[src/rtl/mvau_inp_buf_ctrl.sv]
// MVAU input buffer sequencer: streams one vector into the buffer on the
// first neuron fold and replays it from the buffer for the remaining folds.
module mvau_inp_buf_ctrl #(
    parameter int SF       = 4,
    parameter int NF       = 3,
    parameter int BUF_ADDR = 16
) (
    input  logic                clk,
    input  logic                rst,
    input  logic                in_v,
    output logic                in_rdy,
    input  logic                out_rdy,
    output logic                out_v,
    output logic                wr_en,
    output logic                rd_en,
    output logic [BUF_ADDR-1:0] addr,
    output logic                sf_first,
    output logic                sf_last,
    output logic                vec_done
);

    localparam int SFW = (SF > 1) ? $clog2(SF) : 1;
    localparam int NFW = (NF > 1) ? $clog2(NF) : 1;
    localparam logic [SFW-1:0] SF_MAX = SFW'(SF - 1);
    localparam logic [NFW-1:0] NF_MAX = NFW'(NF - 1);

    typedef enum logic {
        WRITE = 1'b0,
        READ  = 1'b1
    } state_t;

    state_t         state, state_n;
    logic [SFW-1:0] sf_cnt, sf_cnt_n;
    logic [NFW-1:0] nf_cnt, nf_cnt_n;
    logic           xfer;

    always_ff @(posedge clk) begin
        if (rst) begin
            state  <= WRITE;
            sf_cnt <= '0;
            nf_cnt <= '0;
        end else begin
            state  <= state_n;
            sf_cnt <= sf_cnt_n;
            nf_cnt <= nf_cnt_n;
        end
    end

    always_comb begin
        state_n  = state;
        sf_cnt_n = sf_cnt;
        nf_cnt_n = nf_cnt;
        xfer     = 1'b0;
        in_rdy   = 1'b0;
        out_v    = 1'b0;
        wr_en    = 1'b0;
        rd_en    = 1'b0;
        addr     = '0;
        sf_first = 1'b0;
        sf_last  = 1'b0;
        vec_done = 1'b0;
        if (!rst) begin
            unique case (state)
                WRITE: begin
                    in_rdy = out_rdy;
                    out_v  = in_v;
                    xfer   = in_v & out_rdy;
                    wr_en  = xfer;
                end
                READ: begin
                    out_v = 1'b1;
                    rd_en = 1'b1;
                    xfer  = out_rdy;
                end
                default: ;
            endcase
            addr     = BUF_ADDR'(sf_cnt);
            sf_first = (sf_cnt == '0) && out_v;
            sf_last  = (sf_cnt == SF_MAX) && out_v;
            // Fold ends on the last synapse word; last fold returns to WRITE.
            if (xfer) begin
                if (sf_cnt != SF_MAX) begin
                    sf_cnt_n = sf_cnt + 1'b1;
                end else begin
                    sf_cnt_n = '0;
                    if (nf_cnt != NF_MAX) begin
                        nf_cnt_n = nf_cnt + 1'b1;
                        state_n  = READ;
                    end else begin
                        nf_cnt_n = '0;
                        state_n  = WRITE;
                        vec_done = 1'b1;
                    end
                end
            end
        end
    end

endmodule

[config.mk]
export PLATFORM = sky130hd
export DESIGN_NAME = mvau_inp_buf_ctrl
export DESIGN_NICKNAME = d
export VERILOG_FILES = /design/src/rtl/mvau_inp_buf_ctrl.sv
export SDC_FILE = /design/constraint.sdc
export NUM_CORES = 1
export LEC_CHECK = 0
export BUFFER_PORTS_ARGS = -buffer_cell sky130_fd_sc_hd__buf_4
export CELL_PAD_IN_SITES_DETAIL_PLACEMENT = 2
export CELL_PAD_IN_SITES_GLOBAL_PLACEMENT = 2
export CORE_MARGIN = 1.5
export CORE_UTILIZATION = 21
export CTS_CLUSTER_SIZE = 12
export DETAILED_ROUTE_END_ITERATION = 10
export PLACE_DENSITY_LB_ADDON = 0.1
export SYNTH_ARGS = -nofsm -noshare
export SYNTH_HDL_FRONTEND = slang
export SYNTH_SLANG_ARGS = --single-unit
[constraint.sdc]
create_clock -name clk -period 1.8 [get_ports clk]
set_input_delay 0.27 -clock clk [delete_from_list [all_inputs] [get_ports clk]]
set_output_delay 0.27 -clock clk [all_outputs]
set_load 0.02 [all_outputs]
# After elaboration in Yosys (flattened, before gate mapping)
# Cells that the tools add are included.
# Widths: inputs -> output; s select.
[classes]
n_reduce_logical = 4
n_eq_ne = 3
div = 0
mux = 21
bitwise = 3
mul = 0
n_addsub = 2
n_lt_le_gt_ge = 0
n_shift = 0
[op_table]
columns = ["op", "n"]
rows = [
  ["$mux 1", 16],
  ["$mux 2", 3],
  ["$add 2x1->2 const B", 2],
  ["$ne 2x2->1 const B", 2],
  ["$pmux 1 s2", 2],
  ["$eq 2x2->1 const B", 1],
  ["$logic_and 1x1->1", 2],
  ["$logic_not 2->1", 1],
  ["$not 1->1", 2],
  ["$reduce_and 2->1", 1],
  ["$and 1x1->1", 1],
]
[word_totals]
register_bits = 5
latch_bits = 0
ram_bits = 0
input_bits = 4
elab_cells = 36
mem_bits_ro = 0
out_inout_bits = 23
n_memories = 0

# Depth between registers and ports, before layout
# Gate-level depths: netlist of the first run.
[depth]
word_depth = 5
mapped_depth = 4
mapped_depth_nobuf = 4

# Worst setup path after synthesis of the first run
# OpenSTA, ideal clock, no wires.
[synth_path]
path_type = "register to output"
from = "reg state"
to = "out wr_en"
n_path_buf = 0
t_required_ns = 1.530
t_arrival_ns = 1.247
stages_incl_launch_ff = 3
setup_slack_ns = 0.283
path_cell_list = "dfxtp_1 -> nor3b_1 -> and2_1"
[synth_via]
elab_chain_len = 2
[synth_rtl]
columns = ["item", "line", "source"]
rows = [
  ["from (decl)", "32", "state_t state, state_n;"],
  ["from (signal assigned)", "43", "state <= state_n;"],
  ["$mux 1", "63", "unique case (state)"],
  ["$mux 1", "62", "if (!rst) begin"],
  ["to (decl)", "14", "output logic wr_en,"],
]
# Every way passes these cells.

# Final worst setup path of the first run
[layout_path]
from = "reg sf_cnt[1]"
to = "out vec_done"
[layout_via]
elab_chain_len = 4
[layout_rtl]
columns = ["item", "line", "source"]
rows = [
  ["from (decl)", "33", "logic [SFW-1:0] sf_cnt, sf_cnt_n;"],
  ["from (signal assigned)", "44", "sf_cnt <= sf_cnt_n;"],
  ["$ne 2x2->1", "82", "if (sf_cnt != SF_MAX) begin"],
  ["$mux 1", "82", ""],
  ["$mux 1", "81", "if (xfer) begin"],
  ["$mux 1", "62", ""],
  ["to (decl)", "19", "output logic vec_done"],
]
# Every way passes these cells.

==> summary.md, run 1 <==
| Metric | Value |
|---|---|
| CTS H-tree lvls | 1 |
| Tmin final | 1591 ps |
| CTS tree | built |
| Critical Path Start Type | register |
| Layout fillers | between 200 and 250 |
| Std cell rows | 15 |
| Post-DP Area | approximately 460 um2 |
| Initial drt markers | 1 |
| Synthesized flop and latch total | 5 |
| Final setup fails | 0 |
| CP Max Fanout | 6 |
| Drt wl/cell | approximately 9.7 um |
| Fmax | 0.6284 GHz |
| Largest net degree at the start of global routing | 12 |
| Pwr/cell area | between 600 and 700 nW/um2 |
| Sequential element share of the synthesized area | 0.2508 |
| Worst Hold Class | input pin to register |
| Commonest non-fill, non-tap cells in the layout | 14 x conb_1, 12 x buf_4, 6 x nor2_1 |
| DIE HEIGHT | 46.60 um |
| Placed cell count | 85 |
| Total power | 0.3152 mW |
| Run status | finished, final reports clean |
| IO Pins | 27 |
| Distinct cell type count after synthesis | 22 |
| Total number of vias | 322 |
| Share of layout cells above drive strength 1 | 0.2656 |
| Avg Inst Size Synth | roughly 8 um2 |
| Crit share post-route | 0.8841 |
| Ant diodes | 0 |
| Setup Buffers After CTS | 0 |
| Endpoint type of the worst setup path | output pin |
| Area occupied by multi-input gates | 231.5 um2 |
| Leak Pwr | between 0.2 and 0.25 nW |
| First-pass GRT wire length | 1.304 mm |
| Final hold viol count | 0 |
| GRT overflow | 0 |
| Total wire length | 864 um |
| Maximum vdd drop | 236.9 uV |
| Initial Utilization | 0.2262 |
| Core Box Area | 1764 um2 |
| Register area | 100.1 um2 |
| Non-Filler Instances | 89 |
| Post-route ant nets | 0 |
| Setup TNS | 0 ps |
| First-pass DRT Iterations | 2 |
| CTS root buf | clkbuf_4 |
| Die area | between 2000 and 2500 um2 |
| CP arrival | 1320 ps |
| Mapped Cells | 50 |
| IO Port Bufs | 12 |
| Clk_lat worst skew | 240 ps |
| Post_cts resized | 0 |
| Worst Skew | around 4.3 ps |
| DRC | 0 |
| RSZ-0062 raised after global routing | no |
| Final #Nets | 71 |
| Average vias per placed instance | 3.618 |
| Total track usage | 0.09649 |
| Synth warn | 0 |
| Fin area | 486.7 um2 |
| Final Core Density | 0.2759 |
| Total CTS buffers | 3 |
| Initial antenna violation count | 0 |
| Number of global-route vias before repair | 317 |
| Hold buffer count at cts | 0 |
| CP required | 1530 ps |
| Buffer depth of the longest clock path | 2 |
| Clk sinks | 5 |
| Commonest non-fill, non-tap cell in the layout | conb_1 |
| Setup Crit Path Kind | register to output pin |
| Fin. max-slew vios | 0 |
| Width of the die | 46.60 um |
| Clock-pin slew on the worst setup and hold paths | ~40 ps |
| Synthesis-to-finish area growth | 21.94% |
| Post-Syn Area | 399.1 um2 |
| DP HPWL | 707.2 um |
| Maxcap violations | 0 |
| GPL Wtd Cong | 0.6295 |
## per-layer routing
| metal | up-vias | share of wire | routed length [um] | track usage |
|---|---|---|---|---|
| li1 | 160 | - | - | - |
| met1 | 138 | 0.44 | 382 | 0.1049 |
| met2 | 20 | 0.41 | 354 | 0.1361 |
| met3 | 4 | 0.098 | 85 | 0.01176 |
| met4 | 0 | 0.049 | 42 | 0.1371 |
| met5 | - | 0 | 0 | 0 |
## kinds of logic (layout without fill, tap and decap cells)
family	Yosys count	after routing	synth area share
buffers and inverters	17	18	0.2915
muxes	2	2	0.05016
AOI/OAI and AO/OA	5	5	0.09716
other	1	14	0.009395
DFF	5	5	0.2508
adders and majority gates	2	2	0.06269
and+or+nand+nor	18	18	0.2383
## synth_stat cells (all sizes together)
master  number  share of area
dfxtp        5           0.25
or3          1          0.016
nor2b        1          0.016
conb         1         0.0094
or3b         1          0.022
mux2i        2          0.050
o211ai       1          0.031
and2         3          0.047
nand2b       1          0.016
buf         14           0.26
inv          2          0.019
clkbuf       1         0.0094
a21oi        2          0.034
nand2        2          0.019
ha           2          0.063
nor3         1          0.013
a21o         1          0.019
nor2         6          0.056
o21ai        1          0.013
nor4         1          0.016
nor3b        1          0.019
## critical path: stages (launching register included)
cell	delay [ps]
dfxtp_1	350
ha_1	210
o211ai_2	160
nor3_1	190
buf_4	160
## flip-flops by register name (all words and copies together) (netlist names)
signal and flops:
state 1, sf_cnt 2, nf_cnt 2
## through the flow
step	setup WS (ps)	hold slack, ps
after global placement	462.7	482.9
after global routing	105.3	308.4
final	208.7	289.6
after detailed placement	441.9	478.4
after CTS	175.4	286.5
after floorplan	283.4	448.0
## cell type report
cell class                 instances  area share
tap                               25     0.06427
timing repair buffer              12      0.1851
clock buffer                       4     0.05398
sequential                         5      0.2057
inverter                           2     0.01542
multi-input combinational         41      0.4756
## power breakdown
group | switching (mW) | internal (mW)
sequential | 0.00222 | 0.114
clock | 0.0450 | 0.0838
combinational | 0.0509 | 0.0194
## final timing paths
path	startpoint	to	slack (ps)	cells after the start
worst min register to register	nf_cnt[0]	nf_cnt[0]	480	2
worst max register to register	sf_cnt[1]	nf_cnt[1]	460	4
worst min-delay path	rst	nf_cnt[1]	290	2
worst max-delay path	sf_cnt[1]	vec_done	210	4
No activity file was read; power rests on OpenSTA's default activity.
==> run 2, diff against run 1 <==
--- a/config.mk
+++ b/config.mk
@@ -7,2 +7,3 @@
 export LEC_CHECK = 0
+export ABC_AREA = 1
 export BUFFER_PORTS_ARGS = -buffer_cell sky130_fd_sc_hd__buf_4
@@ -10,3 +11,2 @@
 export CELL_PAD_IN_SITES_GLOBAL_PLACEMENT = 2
-export CORE_MARGIN = 1.5
 export CORE_UTILIZATION = 21
--- a/constraint.sdc
+++ b/constraint.sdc
@@ -3,2 +3,2 @@
 set_output_delay 0.27 -clock clk [all_outputs]
-set_load 0.02 [all_outputs]
+set_load 0.05 [all_outputs]
==> summary.md, run 2 <==
| Metric | Value |
|---|---|
| Proportion of power drawn by combinational gates | 0.357 (was 0.223) |
| Initial antenna violation count | 0 (unchanged) |
| Fmax | 0.6049 GHz (was 0.6284 GHz) |
| Commonest non-fill, non-tap cell in the layout | nor2_1 (was conb_1) |
| Layout fillers | 250 (was 223) |
| Fin. max-slew vios | 0 (unchanged) |
| CP Max Fanout | 5 (was 6) |
| DRC | 0 (unchanged) |
| Top-count cell post-synth | nor2_1 (was buf_4) |
| Mapped Cells | 68 (was 50) |
| Place WS | 358.1 ps (was 441.9 ps) |
| IO Port Bufs | 12 (unchanged) |
| Post-synth EDFFs | 0 (unchanged) |
| Drt wl/cell | 9.275 um (was 9.708 um) |
| Buffer depth of the longest clock path | 2 (unchanged) |
| Final hold viol count | 0 (unchanged) |
| Setup TNS | 0 ps (unchanged) |
| Endpoint type of the worst setup path | output pin (unchanged) |
| IO Pins | 27 (unchanged) |
| Largest net degree at the start of global routing | 10 (was 12) |
| Post-Syn Area | 445.4 um2 (was 399.1 um2) |
| First-pass GRT wire length | 1.600 mm (was 1.304 mm) |
| Number of global-route vias before repair | 364 (was 317) |
| Maximum vdd drop | 288.6 uV (was 236.9 uV) |
| Clock Power Share | 0.341 (was 0.408) |
| Post-DP Area | 511.7 um2 (was 460.4 um2) |
| Synth warn | 0 (unchanged) |
| Register area | 100.1 um2 (unchanged) |
| Total wire length | 1.011 mm (was 864 um) |
| Sequential fraction of design power | 0.302 (was 0.369) |
| Total number of vias | 401 (was 322) |
| Width of the die | 48.06 um (was 46.60 um) |
| Final setup fails | 0 (unchanged) |
| Ant diodes | 0 (unchanged) |
| Switching power | 0.1687 mW (was 0.09806 mW) |
| Synthesis-to-finish area growth | 21.35% (was 21.94%) |
| Top flop regs | nf_cnt: 2 flops, sf_cnt: 2 flops, state: 1 flops (unchanged) |
| Worst path slowest cell | dfxtp_1 (unchanged) |
| Tmin final | 1653 ps (was 1591 ps) |
| Area occupied by multi-input gates | 252.7 um2 (was 231.5 um2) |
| Commonest non-fill, non-tap cells in the layout | 16 x nor2_1, 14 x conb_1, 12 x buf_4 (was 14 x conb_1, 12 x buf_4, 6 x nor2_1) |
| Leak Pwr | 0.2784 nW (was 0.2452 nW) |
| Total track usage | 0.1048 (was 0.09649) |
| Clk sinks | 5 (unchanged) |
| Avg Inst Size Synth | 6.550 um2 (was 7.983 um2) |
| CTS H-tree lvls | 1 (unchanged) |
| First-pass DRT Iterations | 2 (unchanged) |
| Max incr delay on CP | 380 ps (was 350 ps) |
| Die area | 2309 um2 (was 2171 um2) |
| GPL Wtd Cong | 0.7018 (was 0.6295) |
| Clk_lat worst skew | 240 ps (about the same) |
| DIE HEIGHT | 48.06 um (was 46.60 um) |
| CTS root buf | clkbuf_4 (unchanged) |
| GRT overflow | 0 (unchanged) |
| Worst Hold Class | input pin to register (unchanged) |
| Std cell rows | 16 (was 15) |
| Top post-synthesis cells by area | buf_4 25%, dfxtp_1 22%, nor2_1 13% (was buf_4 26%, dfxtp_1 25%, ha_1 6.3%) |
| Average vias per placed instance | 3.679 (was 3.618) |
| Final Core Density | 0.2727 (was 0.2759) |
| Top cells by count, synth | 16 x nor2_1, 15 x buf_4, 7 x nand2_1, 6 x inv_1, 5 x dfxtp_1 (was 14 x buf_4, 6 x nor2_1, 5 x dfxtp_1, 3 x and2_1) |
| Share of layout cells above drive strength 1 | 0.2805 (was 0.2656) |
| Initial Utilization | 0.2247 (was 0.2262) |
| Post-route ant nets | 0 (unchanged) |
| Core Box Area | 1982 um2 (was 1764 um2) |
| Initial drt markers | 1 (unchanged) |
| Critical Path Start Type | register (unchanged) |
| RSZ-0062 raised after global routing | no (unchanged) |
| Worst hold slack | 353.1 ps (was 289.6 ps) |
| Worst Skew | 5.024 ps (was 4.268 ps) |
| Crit-path cells | ha_2, nand3_1, nor3_2, buf_4 (was ha_1, o211ai_2, nor3_1, buf_4) |
| Final #Nets | 89 (was 71) |
| DP HPWL | 858 um (was 707.2 um) |
| Fin area | 540.5 um2 (was 486.7 um2) |
| Crit path buf inv count | 1 (unchanged) |
| Clock-pin slew on the worst setup and hold paths | 50 ps (was 40 ps) |
| Non-Filler Instances | 109 (was 89) |
| CTS tree | built (unchanged) |
| Synth area leader | buf_4 (unchanged) |
| CP arrival | 1380 ps (was 1320 ps) |
| Worst setup margin | 146.9 ps (was 208.7 ps) |
| Total power | 0.3915 mW (was 0.3152 mW) |
| Setup Buffers After CTS | 0 (unchanged) |
| Sequential element share of the synthesized area | 0.2247 (was 0.2508) |
| Distinct cell type count after synthesis | 19 (was 22) |
| Yosys top cell area share | 0.2528 (was 0.2633) |
| Synth async-reset ratio | 0 (unchanged) |
| Pwr/cell area | 724.2 nW/um2 (was 647.6 nW/um2) |
| Top Family by Delay on Critical Path | flip-flops (unchanged) |
| Placed cell count | 105 (was 85) |
| Total CTS buffers | 3 (unchanged) |
| CP required | 1530 ps (about the same) |
| Setup Crit Path Kind | register to output pin (unchanged) |
| Internal | 0.2228 mW (was 0.2171 mW) |
| Maxcap violations | 0 (unchanged) |
| Synthesized flop and latch total | 5 (unchanged) |
| Crit share post-route | 0.9184 (was 0.8841) |
| Switching Fraction | 0.4309 (was 0.3111) |
| Dominant synthesized flop cell | dfxtp_1 (unchanged) |
| Run status | finished, final reports clean (unchanged) |
| Hold buffer count at cts | 0 (unchanged) |
==> run 2: changes by cell type after synthesis, moves of 2 or more <==
cell	delta
and2_1	-3
clkinv_1	+2
inv_1	+4
inv_2	+2
mux2i_1	-2
nand2_1	+5
nor2_1	+10
o21ai_1	+2
==> run 2: path summary, 6_finish.rpt <==
| path | slack, ps | from | cells after the start | end |
|---|---|---|---|---|
| max | 150 | sf_cnt[0] | 4 | vec_done |
| min | 350 | out_rdy | 3 | state |
| max reg2reg | 760 | sf_cnt[0] | 4 | nf_cnt[0] |
| min reg2reg | 520 | sf_cnt[1] | 2 | sf_cnt[1] |
==> run 2: timing repair <==
item	CTS	global route
gates resized for setup	0	1
endpoints found under the setup margin	0	1
hold endpoints to repair	0	0
==> run 2: cell families (layout without fill, tap and decap cells) <==
logic type	after synthesis	in the layout	share of synthesized area
buffers and inverters	25	26	0.3371
DFF	5	5	0.2247
and+or+nand+nor	31	31	0.3287
other	1	14	0.008419
AOI/OAI and AO/OA	4	4	0.04495
adders and majority gates	2	2	0.05617
==> run 2: power by group through the flow <==
stage | clock (mW) | sequential, mW | combinational, mW
3_3_place_gp | 0 | 0.120 | 0.140
3_5_place_dp | 0 | 0.120 | 0.140
5_1_grt | 0.148 | 0.119 | 0.150
4_1_cts | 0.141 | 0.118 | 0.141
6_report | 0.134 | 0.118 | 0.140
2_1_floorplan | 0 | 0.120 | 0.142
==> run 2: cell type report <==
class                      instances  area share
sequential                         5      0.1852
multi-input combinational         51      0.4676
inverter                          10     0.06944
timing repair buffer              12      0.1667
clock buffer                       4     0.04861
tap                               27     0.06250
==> run 2: routing by layer <==
metal | track usage | up-vias | wire length (um)
met5 | 0 | - | 0
met4 | 0.03333 | 0 | 0
met3 | 0.04528 | 0 | 70
met2 | 0.1676 | 13 | 509
met1 | 0.1261 | 184 | 431
li1 | - | 204 | -
==> run 2: worst min-delay path, stage by stage <==
cell and delay (ps):
buf_4 130, nand4_1 90, a21oi_1 50
==> run 3, diff against run 2 <==
--- a/config.mk
+++ b/config.mk
@@ -14,2 +14,3 @@
 export DETAILED_ROUTE_END_ITERATION = 10
+export MAX_ROUTING_LAYER = met4
 export PLACE_DENSITY_LB_ADDON = 0.1
==> constraint.sdc (replaced) <==
create_clock -name clk -period 1.8 [get_ports clk]
set_input_delay 0.18 -clock clk [delete_from_list [all_inputs] [get_ports clk]]
set_output_delay 0.18 -clock clk [all_outputs]
set_load 0.05 [all_outputs]
==> summary.md, run 3 (synthesized netlist as in run 2, its figures left out) <==
| Metric | Value |
|---|---|
| Hold Crit Depth | 3 (unchanged) |
| Setup TNS | 0 ps (unchanged) |
| Clk_lat worst skew | 240 ps (about the same) |
| Crit share post-route | 0.8935 (was 0.9184) |
| Clock-pin slew on the worst setup and hold paths | 50 ps (about the same) |
| Post-route ant nets | 0 (unchanged) |
| Largest net degree at the start of global routing | 10 (unchanged) |
| Width of the die | 48.06 um (unchanged) |
| Total number of vias | 401 (unchanged) |
| Commonest non-fill, non-tap cell in the layout | nor2_1 (unchanged) |
| Hold buffer count at cts | 0 (unchanged) |
| GRT overflow | 0 (unchanged) |
| Maximum vdd drop | 288.6 uV (about the same) |
| RSZ-0062 raised after global routing | no (unchanged) |
| Total CTS buffers | 3 (unchanged) |
| Reg2reg path depth | 4 (unchanged) |
| CTS tree | built (unchanged) |
| Top flop regs | nf_cnt: 2 flops, sf_cnt: 2 flops, state: 1 flops (unchanged) |
| CTS H-tree lvls | 1 (unchanged) |
| Drt wl/cell | 9.266 um (was 9.275 um) |
| Synthesis-to-finish area growth | 20.79% (was 21.35%) |
| Setup Buffers After CTS | 0 (unchanged) |
| Clk sinks | 5 (unchanged) |
| Fmax | 0.6218 GHz (was 0.6049 GHz) |
| Ant diodes | 0 (unchanged) |
| Worst path slowest cell | dfxtp_1 (unchanged) |
| Pwr/cell area | 727.2 nW/um2 (was 724.2 nW/um2) |
| Total track usage | 0.1081 (was 0.1048) |
| Fin area | 538.0 um2 (was 540.5 um2) |
| GPL Wtd Cong | 0.7096 (was 0.7018) |
| Hold_sp | out_rdy (unchanged) |
| FF-to-FF End | nf_cnt[0] (unchanged) |
| Setup Crit Path Kind | register to output pin (unchanged) |
| CP arrival | 1430 ps (was 1380 ps) |
| Worst Skew | 5.024 ps (unchanged) |
| DRC | 0 (unchanged) |
| Maxcap violations | 0 (unchanged) |
| Number of global-route vias before repair | 364 (unchanged) |
| Std cell rows | 16 (unchanged) |
| Tmin final | 1608 ps (was 1653 ps) |
| IO Port Bufs | 12 (unchanged) |
| Crit-path cells | ha_1, nand3_1, nor3_2, buf_4 (was ha_2, nand3_1, nor3_2, buf_4) |
| First-pass DRT Iterations | 2 (unchanged) |
| Number of cells on the critical path | 4 (unchanged) |
| Final hold viol count | 0 (unchanged) |
| CTS root buf | clkbuf_4 (unchanged) |
| Post-DP Area | 511.7 um2 (unchanged) |
| DIE HEIGHT | 48.06 um (unchanged) |
| Critical Path Start Type | register (unchanged) |
| Core Box Area | 1982 um2 (unchanged) |
| Run status | finished, final reports clean (unchanged) |
| Max incr delay on CP | 370 ps (was 380 ps) |
| Initial antenna violation count | 0 (unchanged) |
| DP HPWL | 858 um (unchanged) |
| Endpoint type of the worst setup path | output pin (unchanged) |
| CP Max Fanout | 5 (unchanged) |
| Top Family by Delay on Critical Path | flip-flops (unchanged) |
| Final #Nets | 89 (unchanged) |
| IO Pins | 27 (unchanged) |
| Post_cts resized | 0 (unchanged) |
| Place WS | 448.1 ps (was 358.1 ps) |
| Leak Pwr | 0.2809 nW (was 0.2784 nW) |
| Initial drt markers | 1 (unchanged) |
| Worst Hold Class | input pin to register (unchanged) |
| Fin. max-slew vios | 0 (unchanged) |
| Worst setup margin | 191.8 ps (was 146.9 ps) |
| Hold EP | state (unchanged) |
| Share of layout cells above drive strength 1 | 0.2683 (was 0.2805) |
| Die area | 2309 um2 (unchanged) |
| First-pass GRT wire length | 1.600 mm (unchanged) |
| CP required | 1620 ps (was 1530 ps) |
| RR Startpoint | sf_cnt[0] (unchanged) |
| Worst setup startpoint | sf_cnt[0] (unchanged) |
| Total power | 0.3912 mW (was 0.3915 mW) |
| Final setup fails | 0 (unchanged) |
| Average vias per placed instance | 3.679 (unchanged) |
| Commonest non-fill, non-tap cells in the layout | 16 x nor2_1, 14 x conb_1, 12 x buf_4 (unchanged) |
| Crit path buf inv count | 1 (unchanged) |
| Buffer depth of the longest clock path | 2 (unchanged) |
| R2r setup slk | 720 ps (was 760 ps) |
| Total wire length | 1.010 mm (was 1.011 mm) |
| Initial Utilization | 0.2247 (unchanged) |
==> run 3: worst max-delay path by stage <==
| stage | to | slack (ps) |
|---|---|---|
| after detailed placement | vec_done | 450 |
| after global routing | vec_done | 60 |
| after floorplan | in_rdy | 190 |
| after CTS | vec_done | 160 |
| final | vec_done | 190 |
| after global placement | vec_done | 500 |
==> run 3: layout make-up <==
type | count | area, um2
tap | 27 | 33.78
inverter | 10 | 37.54
timing repair buffer | 12 | 90.09
multi-input combinational | 51 | 250.2
clock buffer | 4 | 26.28
sequential | 5 | 100.1
fill | 249 | 1444
==> run 3: worst register-to-register path: cells and delay by family (launching register included) <==
family,cells,cell delay (ps)
DFF,1,370
and+or+nand+nor,3,320
adders and majority gates,1,280
==> run 3: layer usage <==
metal	track usage	share of wire	vias up
met5	-	0	-
met4	0.03333	0	0
met3	0.04528	0.069	0
met2	0.1676	0.50	13
met1	0.1261	0.43	184
li1	-	-	204
==> run 3: where the power goes <==
group          leakage (nW)  switching (mW)  internal (mW)  total [mW]
combinational         0.225           0.116         0.0238       0.139
clock                0.0150          0.0495         0.0841       0.134
sequential           0.0407         0.00347          0.115       0.118
total                 0.281           0.169          0.223       0.391
==> run 3: per-stage QoR <==
step | hold WS [ps] | std cells | utilization
6_report | 263.1 | 109 | 0.2715
5_1_grt | 270.0 | 109 | 0.2715
4_1_cts | 259.1 | 109 | 0.2715
3_5_place_dp | 513.2 | 105 | 0.2582
3_3_place_gp | 509.4 | 105 | 0.2582
2_1_floorplan | 348.7 | 81 | -
